--- config.mk ---
export PLATFORM = sky130hd
export DESIGN_NAME = cv32e40p_x_copro_resp
export DESIGN_NICKNAME = d
export VERILOG_FILES = /design/src/rtl/cv32e40p_x_copro_resp.sv
export SDC_FILE = /design/constraint.sdc
export NUM_CORES = 2
export LEC_CHECK = 0
export ABC_AREA = 1
export CELL_PAD_IN_SITES_DETAIL_PLACEMENT = 0
export CELL_PAD_IN_SITES_GLOBAL_PLACEMENT = 2
export CORE_MARGIN = 2
export CORE_UTILIZATION = 38
export DETAILED_ROUTE_END_ITERATION = 16
export PLACE_DENSITY_LB_ADDON = 0.1
export SLEW_MARGIN = 40
export SYNTH_ARGS = -nofsm -noshare
export SYNTH_HDL_FRONTEND = slang
export SYNTH_SLANG_ARGS = --single-unit
--- constraint.sdc ---
create_clock -name clk_i -period 15.3 [get_ports clk_i]
set_input_delay 1.53 -clock clk_i [delete_from_list [all_inputs] [get_ports clk_i]]
set_output_delay 1.53 -clock clk_i [all_outputs]
set_load 0.02 [all_outputs]
--- src/rtl/cv32e40p_x_copro_resp.sv ---
// CORE-V-XIF coprocessor responder: accepts custom-0 ALU instructions, queues them with operands,
// executes committed heads with fixed latency and returns results. Commit gating: X_COPRO_COMMIT_EN.
module cv32e40p_x_copro_resp #(
   parameter int unsigned DEPTH = 4,
   parameter int unsigned LAT   = 3
) (
   input  logic             clk_i,
   input  logic             rst_i,
   input  logic             x_issue_valid_i,
   output logic             x_issue_ready_o,
   input  logic [31:0]      x_issue_req_instr_i,
   input  logic [3:0]       x_issue_req_id_i,
   input  logic [1:0][31:0] x_issue_req_rs_i,
   input  logic [2:0]       x_issue_req_rs_valid_i,
   output logic             x_issue_resp_accept_o,
   output logic             x_issue_resp_writeback_o,
   output logic             x_issue_resp_loadstore_o,
   input  logic             x_commit_valid_i,
   input  logic [3:0]       x_commit_id_i,
   input  logic             x_commit_kill_i,
   output logic             x_result_valid_o,
   input  logic             x_result_ready_i,
   output logic [3:0]       x_result_id_o,
   output logic [31:0]      x_result_data_o,
   output logic [4:0]       x_result_rd_o,
   output logic             x_result_we_o
);

   localparam int unsigned PTR_W = $clog2(DEPTH);
   localparam int unsigned CNT_W = PTR_W + 1;
   localparam int unsigned LAT_W = (LAT > 1) ? $clog2(LAT) : 1;
   localparam logic [6:0]  OPC_CUSTOM0 = 7'b0001011;

   typedef struct packed {
      logic [3:0]  id;
      logic [4:0]  rd;
      logic [1:0]  op;
      logic [31:0] rs1;
      logic [31:0] rs2;
      logic        committed;
      logic        killed;
   } entry_t;

   typedef enum logic [1:0] {
      S_IDLE,
      S_EXEC,
      S_RESULT
   } state_e;

   entry_t           ent_q [DEPTH];
   entry_t           ent_d [DEPTH];
   logic [DEPTH-1:0] vld_q, vld_d;
   logic [PTR_W-1:0] wr_ptr_q, wr_ptr_d;
   logic [PTR_W-1:0] rd_ptr_q, rd_ptr_d;
   logic [CNT_W-1:0] count_q, count_d;
   state_e           state_q, state_d;
   logic [LAT_W-1:0] cnt_q, cnt_d;

   logic             res_valid_q, res_valid_d;
   logic [3:0]       res_id_q, res_id_d;
   logic [31:0]      res_data_q, res_data_d;
   logic [4:0]       res_rd_q, res_rd_d;
   logic             res_we_q, res_we_d;

   logic [6:0]       opcode_c;
   logic [6:0]       funct7_c;
   logic [2:0]       funct3_c;
   logic [4:0]       rd_c;
   logic             accept_c;
   logic             full_c;
   logic             rs_ok_c;
   logic             ready_c;
   logic             push_c;
   logic             pop_c;
   entry_t           push_entry_c;
   entry_t           head_c;
   logic             unused_c;

   function automatic logic [31:0] alu(input logic [1:0] op, input logic [31:0] a,
                                       input logic [31:0] b);
      logic [31:0] r;
      unique case (op)
         2'd0:    r = a + b;
         2'd1:    r = a - b;
         2'd2:    r = a * b;
         default: r = a ^ b;
      endcase
      return r;
   endfunction

   // Combinational decode and issue response
   assign opcode_c = x_issue_req_instr_i[6:0];
   assign funct3_c = x_issue_req_instr_i[14:12];
   assign funct7_c = x_issue_req_instr_i[31:25];
   assign rd_c     = x_issue_req_instr_i[11:7];
   assign accept_c = (opcode_c == OPC_CUSTOM0) && (funct7_c == 7'd0) && !funct3_c[2];

   // Full is taken from the registered count only, so a same-cycle pop does not free a slot
   assign full_c  = (count_q == CNT_W'(DEPTH));
   assign rs_ok_c = x_issue_req_rs_valid_i[0] & x_issue_req_rs_valid_i[1];
   assign ready_c = ~full_c & (~accept_c | rs_ok_c);
   assign push_c  = x_issue_valid_i & ready_c & accept_c;

   assign x_issue_ready_o          = ready_c;
   assign x_issue_resp_accept_o    = accept_c;
   assign x_issue_resp_writeback_o = accept_c & (rd_c != 5'd0);
   assign x_issue_resp_loadstore_o = 1'b0;

   always_comb begin
      push_entry_c.id        = x_issue_req_id_i;
      push_entry_c.rd        = rd_c;
      push_entry_c.op        = funct3_c[1:0];
      push_entry_c.rs1       = x_issue_req_rs_i[0];
      push_entry_c.rs2       = x_issue_req_rs_i[1];
`ifdef X_COPRO_COMMIT_EN
      push_entry_c.committed = 1'b0;
`else
      push_entry_c.committed = 1'b1;
`endif
      push_entry_c.killed    = 1'b0;
   end

`ifdef X_COPRO_COMMIT_EN
   assign unused_c = ^{x_issue_req_instr_i[24:15], x_issue_req_rs_valid_i[2]};
`else
   assign unused_c = ^{x_issue_req_instr_i[24:15], x_issue_req_rs_valid_i[2],
                       x_commit_valid_i, x_commit_id_i, x_commit_kill_i};
`endif

   assign head_c = ent_q[rd_ptr_q];

   // Next-state: execution FSM, queue pointers and commit/kill marking
   always_comb begin
      ent_d       = ent_q;
      vld_d       = vld_q;
      wr_ptr_d    = wr_ptr_q;
      rd_ptr_d    = rd_ptr_q;
      count_d     = count_q;
      state_d     = state_q;
      cnt_d       = cnt_q;
      res_valid_d = res_valid_q;
      res_id_d    = res_id_q;
      res_data_d  = res_data_q;
      res_rd_d    = res_rd_q;
      res_we_d    = res_we_q;
      pop_c       = 1'b0;

      unique case (state_q)
         S_IDLE: begin
            if (vld_q[rd_ptr_q]) begin
               if (head_c.killed) begin
                  pop_c = 1'b1;
               end else if (head_c.committed) begin
                  state_d = S_EXEC;
                  cnt_d   = '0;
               end
            end
         end
         S_EXEC: begin
            cnt_d = cnt_q + 1'b1;
            if (cnt_q == LAT_W'(LAT - 1)) begin
               res_valid_d = 1'b1;
               res_id_d    = head_c.id;
               res_data_d  = alu(head_c.op, head_c.rs1, head_c.rs2);
               res_rd_d    = head_c.rd;
               res_we_d    = (head_c.rd != 5'd0);
               state_d     = S_RESULT;
            end
         end
         S_RESULT: begin
            if (x_result_ready_i) begin
               pop_c       = 1'b1;
               res_valid_d = 1'b0;
               state_d     = S_IDLE;
            end
         end
         default: state_d = S_IDLE;
      endcase

      if (pop_c) begin
         vld_d[rd_ptr_q] = 1'b0;
         rd_ptr_d        = rd_ptr_q + 1'b1;
      end
      if (push_c) begin
         ent_d[wr_ptr_q] = push_entry_c;
         vld_d[wr_ptr_q] = 1'b1;
         wr_ptr_d        = wr_ptr_q + 1'b1;
      end
      count_d = count_q + CNT_W'(push_c) - CNT_W'(pop_c);

`ifdef X_COPRO_COMMIT_EN
      // Matching after the push lets a same-cycle commit land on the newly issued entry
      if (x_commit_valid_i) begin
         for (int i = 0; i < int'(DEPTH); i++) begin
            if (vld_d[i] && (ent_d[i].id == x_commit_id_i) &&
                !ent_d[i].committed && !ent_d[i].killed) begin
               if (x_commit_kill_i) ent_d[i].killed    = 1'b1;
               else                 ent_d[i].committed = 1'b1;
            end
         end
      end
`endif
   end

   always_ff @(posedge clk_i or posedge rst_i) begin
      if (rst_i) begin
         ent_q       <= '{default: '0};
         vld_q       <= '0;
         wr_ptr_q    <= '0;
         rd_ptr_q    <= '0;
         count_q     <= '0;
         state_q     <= S_IDLE;
         cnt_q       <= '0;
         res_valid_q <= 1'b0;
         res_id_q    <= '0;
         res_data_q  <= '0;
         res_rd_q    <= '0;
         res_we_q    <= 1'b0;
      end else begin
         ent_q       <= ent_d;
         vld_q       <= vld_d;
         wr_ptr_q    <= wr_ptr_d;
         rd_ptr_q    <= rd_ptr_d;
         count_q     <= count_d;
         state_q     <= state_d;
         cnt_q       <= cnt_d;
         res_valid_q <= res_valid_d;
         res_id_q    <= res_id_d;
         res_data_q  <= res_data_d;
         res_rd_q    <= res_rd_d;
         res_we_q    <= res_we_d;
      end
   end

   assign x_result_valid_o = res_valid_q;
   assign x_result_id_o    = res_id_q;
   assign x_result_data_o  = res_data_q;
   assign x_result_rd_o    = res_rd_q;
   assign x_result_we_o    = res_we_q;

endmodule

# Word-level counts from Yosys, hierarchy flattened
# Index checks and enable logic that the tools add are counted.
[word_totals] ff_bits=366 inputBits=113 output_inout_bits=47 word_cells=129
[classes] magnitude_cmp=7 eq_ne=12 n_mul=1 addsub=7 n_mux=32 bitwise_logic=14 reduce_logical=17
[ops] operator="308-bit bitwise mux" count=1
[ops] operator="77-bit two-way mux" count=3
[ops] operator="77-bit binary-select mux with 2-bit select" count=1
[ops] operator="77-bit demux with 2-bit select" count=1
[ops] operator="32-bit one-hot mux with 3 select lines" count=1
[ops] operator="32-bit adder" count=1
[ops] operator="32-bit by 32-bit multiplier with 32-bit output" count=1
[ops] operator="32-bit subtractor" count=1
[ops] operator="32-bit XOR" count=1
[ops] operator="2-bit two-way mux" count=8
[ops] operator="2-bit inequality test (second input constant)" count=5
[ops] operator="5-bit nonzero test" count=2
[ops] operator="1-bit two-way mux" count=8
[ops] operator="4-bit two-way mux" count=2
[ops] operator="7-bit by 4-bit equality test with 1-bit output (second input constant)" count=1
[ops] operator="7-bit zero test" count=1
[ops] operator="2-bit by 1-bit adder with 2-bit output (second input constant)" count=3
[ops] operator="2-bit equality test (second input constant)" count=3
[ops] operator="3-bit greater-or-equal comparator (second input constant)" count=2
[ops] operator="2-bit by 3-bit less-than comparator with 1-bit output (second input constant)" count=2
[ops] operator="2-bit NOT with 3-bit output" count=2
[ops] operator="2-bit one-hot mux with 3 select lines" count=1
[ops] operator="1-bit bitwise AND" count=5
[ops] operator="1-bit logical AND" count=5
[ops] operator="other kinds (22)" count=29

# Longest topological paths before layout
[logic_depth] ltp_word=10 ltp_mapped=45 depth_no_buf=41

# Worst setup path before layout
# OpenSTA, ideal clock, no wires.
[synth_timing] path_kind="register to register" startpoint="reg rd_ptr_q[0]" endpoint="reg res_data_q[28], in the netlist x_result_data_o[28]" setup_slack_ns=7.568 stages_incl_launch_ff=36 n_path_buf=4 required_time_ns=15.180 t_arrival_ns=7.612 setup_time_ns=0.120 path_cell_list="dfrtp_1 buf_4 buf_4 buf_2 o21ai_0 nand2_1 nand2_1 clkbuf_1 clkinv_1 nor2_1 fa_1 fa_1 fa_1 inv_1 fa_1 inv_1 fa_1 inv_1 fa_1 inv_1 fa_1 fa_1 ha_1 nand2_1 nor4_1 nand4_1 nand3_1 nand2_1 o211ai_1 a21oi_1 o21ai_0 a21oi_1 o21ai_0 nand3_1 o21ai_0 inv_1"
[synth_via] elab_chain_cells=6
[synth_lines] element="from (decl)" line_no="54" source="logic [PTR_W-1:0] rd_ptr_q, rd_ptr_d;"
[synth_lines] element="from (signal assigned)" line_no="223" source="rd_ptr_q <= rd_ptr_d;"
[synth_lines] element="2-bit NOT with 3-bit output (implied by the code) *" line_no="130" source="assign head_c = ent_q[rd_ptr_q];"
[synth_lines] element="77-bit binary-select mux with 2-bit select *" line_no="130"
[synth_lines] element="77-bit two-way mux (implied by the code) * (2 in series)" line_no="130"
[synth_lines] element="32-bit by 32-bit multiplier with 32-bit output (tied with other cells)" line_no="85" source="2'd2: r = a * b;"
[synth_lines] element="32-bit one-hot mux with 3 select lines *" line_no="82" source="unique case (op)"
[synth_lines] element="to (signal assigned)" line_no="229" source="res_data_q <= res_data_d;"
[synth_lines] element="to (decl)" line_no="61" source="logic [31:0] res_data_q, res_data_d;"
# Mark *: on every way between the ends. The rest lies on a longest branch, timed or not. The select of a mux whose other input is x is not followed.
# A chain may end at the register's enable or synchronous reset.

# Worst setup path in the final report
[layout_timing] startpoint="reg rd_ptr_q[1]" endpoint="reg res_data_q[28], in the netlist x_result_data_o[28]"
# The elaborated chain is that of the path after synthesis.

==> impl_metrics.toml <==
[place]
hpwl_um = 88300
dp.cells = 5595
place_area_um2 = 37100
numPortBuffers = 141
place.gp.congestion = 0.905

[pwr]
powerDensity_nw_per_um2 = 219
irDropWorstVdd_mv = 0.183
p_leak_nw = 19.0

[sta]
min_period_ns = 10.24
fmax_mhz = 97.7
skew_ns = 0.0227
setup_tns_ns = 0
setup_viol = 0
rsz0062_at_grt = "false"
hold_viol_final = 0
drv_slew = 0
timing.final.crit_share_pct = 66.9
max_slew_margin_pct = 45.2
tightest_slew_ns = 0.821

[cts]
cts_setup_buffers = 0
cts.hold.buffers_added = 0
numCtsBuffers = 44
cts_root_buffer = "clkbuf_16"
cts_tree = "done"
ctsResizeCount = 0
clock_path_buffers = 3
cts.sinks = 362
insertion_delay_ns = 0.59
path_clk_slew_ns = 0.06
htreeDepth = 2

[synthesis]
ys_seq_area_share_pct = 26.2
netlist_instances = 4412
synth_async_sr_flop_share_pct = 100
syn_area_per_cell_um2 = 7.84
synth_enable_flop_cells = 0
synth-seq-cells = 362
syn_area_um2 = 34600
yosys.cell_types.count = 58
yosys_warnings = 0
synth-main-ff-cell = "dfrtp_1"
mappedNetlistNets = 5117

[setup_path]
critPathCapture = "x_result_data_o[28]"
critical_path.top_delay_family = "adder cells"
r2r_cells = 35
crit_top_cell = "fa_1"
crit_cells = 35
setup.worst_path.start_class = "register"
cp_max_fo = 64
startpoint = "rd_ptr_q[1]"
cp_slowest_cell = "dfrtp_4"
timing.rr.start = "rd_ptr_q[1]"
worstSetupEndpointType = "register"
regToRegEndpoint = "x_result_data_o[28]"
slowest_delay_ns = 0.65
crit_type = "register to register"
crit_buf_inv = 11
r2r_slack_ns = 5.06
crit_arrival_ns = 10.70
worstPathRequired_ns = 15.76

[grt]
grt_util_all_layers_pct = 26.6
antenna_found_initial = 4
busiest_layer = "met2"
grt_max_degree = 136
gr-usage-met3_pct = 2.50
grt_pass1_vias = 29039
grtUsageMet1_pct = 37.0
grt_remaining_overflow = 0
grt_pass1_wl_um = 187000
grt_use_met2_pct = 43.8

[flow_run]
maxCapViolCount = 0

[finish]
nNetsFinal = 5171
diodes = 0
final_cells = 5676
final_common_cell = "nand2_1"
syn_to_final_growth_pct = 11.7
drive_above_1_share_pct = 4.93
fin_util_pct = 42.9
final_cell_mix = "1194 x nand2_1, 648 x inv_1, 450 x o21ai_0"
final_area_um2 = 38700

[die]
initial_utilization_pct = 38.4
core-area_um2 = 90100
die_y_um = 306
row_count = 110
ioPinCount = 160
fp.dieW_um = 306
die_area_um2 = 93500

[drt]
dr.pass1.iters = 7
drc = 0
drt_iter0_drc = 2057
viasPerCell = 5.04
num_vias = 28608
drt_wl_total_um = 122000
wire_per_inst_um = 21.5
drtAntennaViolNets = 0

[hold_path]
hold_class = "register to register"
worst_hold_startpoint = "ent_q[78]"

[status]
status = "completed"
-- worst register-to-register path: cells and delay by family (launching register included) --
family,cells,cell delay [ns]
compound gates,6,1.09
flops,1,0.65
buf+inv,11,2.38
simple gates,9,2.04
fa+ha+maj,9,3.94
-- Yosys cell counts (all sizes together), types with 13 or more instances --
cell	instances	share of area, %
inv	680	7.4
xor2	49	1.2
o22ai	13	0.24
dfrtp	362	26
ha	182	6.6
o21ai	482	7.0
clkbuf	102	1.1
a21oi	130	1.9
buf	95	1.7
nor2	402	4.4
nand3	133	1.9
nand2	1215	13
fa	410	24
nand4	15	0.27
clkinv	14	0.15
-- report_power, final --
part / leakage, nW / internal (mW) / total [mW] / switching, mW
clock network: 0.733 / 0.640 / 1.07 / 0.429
logic: 13.4 / 2.06 / 6.28 / 4.22
registers: 4.93 / 1.03 / 1.09 / 0.0659
total: 19.0 / 3.73 / 8.45 / 4.72
-- how the worst min path moves through the flow --
stage	endpoint	slack, ns	depth (start not counted)
floorplan	ent_q[232]	0.42	2
detailed placement	ent_q[232]	0.44	2
global placement	ent_q[78]	0.43	2
finish	ent_q[78]	0.44	2
global route	ent_q[232]	0.47	2
CTS	ent_q[78]	0.45	2
-- stage by stage --
stage	total power, mW	hold WS, ns	setup slack, ns
6_report	8.45	0.443	5.06
3_3_place_gp	7.38	0.430	5.16
4_1_cts	8.54	0.450	5.02
5_1_grt	9.28	0.472	4.49
2_1_floorplan	5.21	0.419	3.72
3_5_place_dp	7.40	0.436	5.06
-- state kept, by name (all words and copies together) (netlist names) --
name / count
x_result_valid_o: 1
vld_q: 4
x_result_id_o: 4
x_result_data_o: 32
ent_q: 304
wr_ptr_q: 2
rd_ptr_q: 2
cnt_q: 2
count_q: 3
x_result_we_o: 1
x_result_rd_o: 5
state_q: 2
-- cells by family (layout without fill, tap and decap cells) --
| group | after synthesis | after routing | share of synthesized area (%) |
|---|---|---|---|
| AOI/OAI and AO/OA | 692 | 692 | 10.8 |
| buffers and inverters | 891 | 979 | 10.3 |
| adders and majority gates | 592 | 592 | 30.3 |
| other | 1 | 1 | 0.0108 |
| DFF | 362 | 362 | 26.2 |
| xor gates and xnor gates | 60 | 60 | 1.52 |
| and+or+nand+nor | 1814 | 1814 | 20.9 |
-- routing by layer --
layer  wire [um]  up-vias
met4        3960        0
met1       55500    14084
met5           0        -
met2       56900      645
li1            -    13737
met3        5440      142
-- area by class of cell --
cell class                 instances  area [um^2]
multi-input combinational       3159        22000
sequential                       362         9070
inverter                         694         2620
timing repair buffer             205         1970
tap                             1176         1470
fill                            9343        51500
clock inverter                    15          176
clock buffer                      65         1300
No activity file was read; power rests on OpenSTA's default activity.
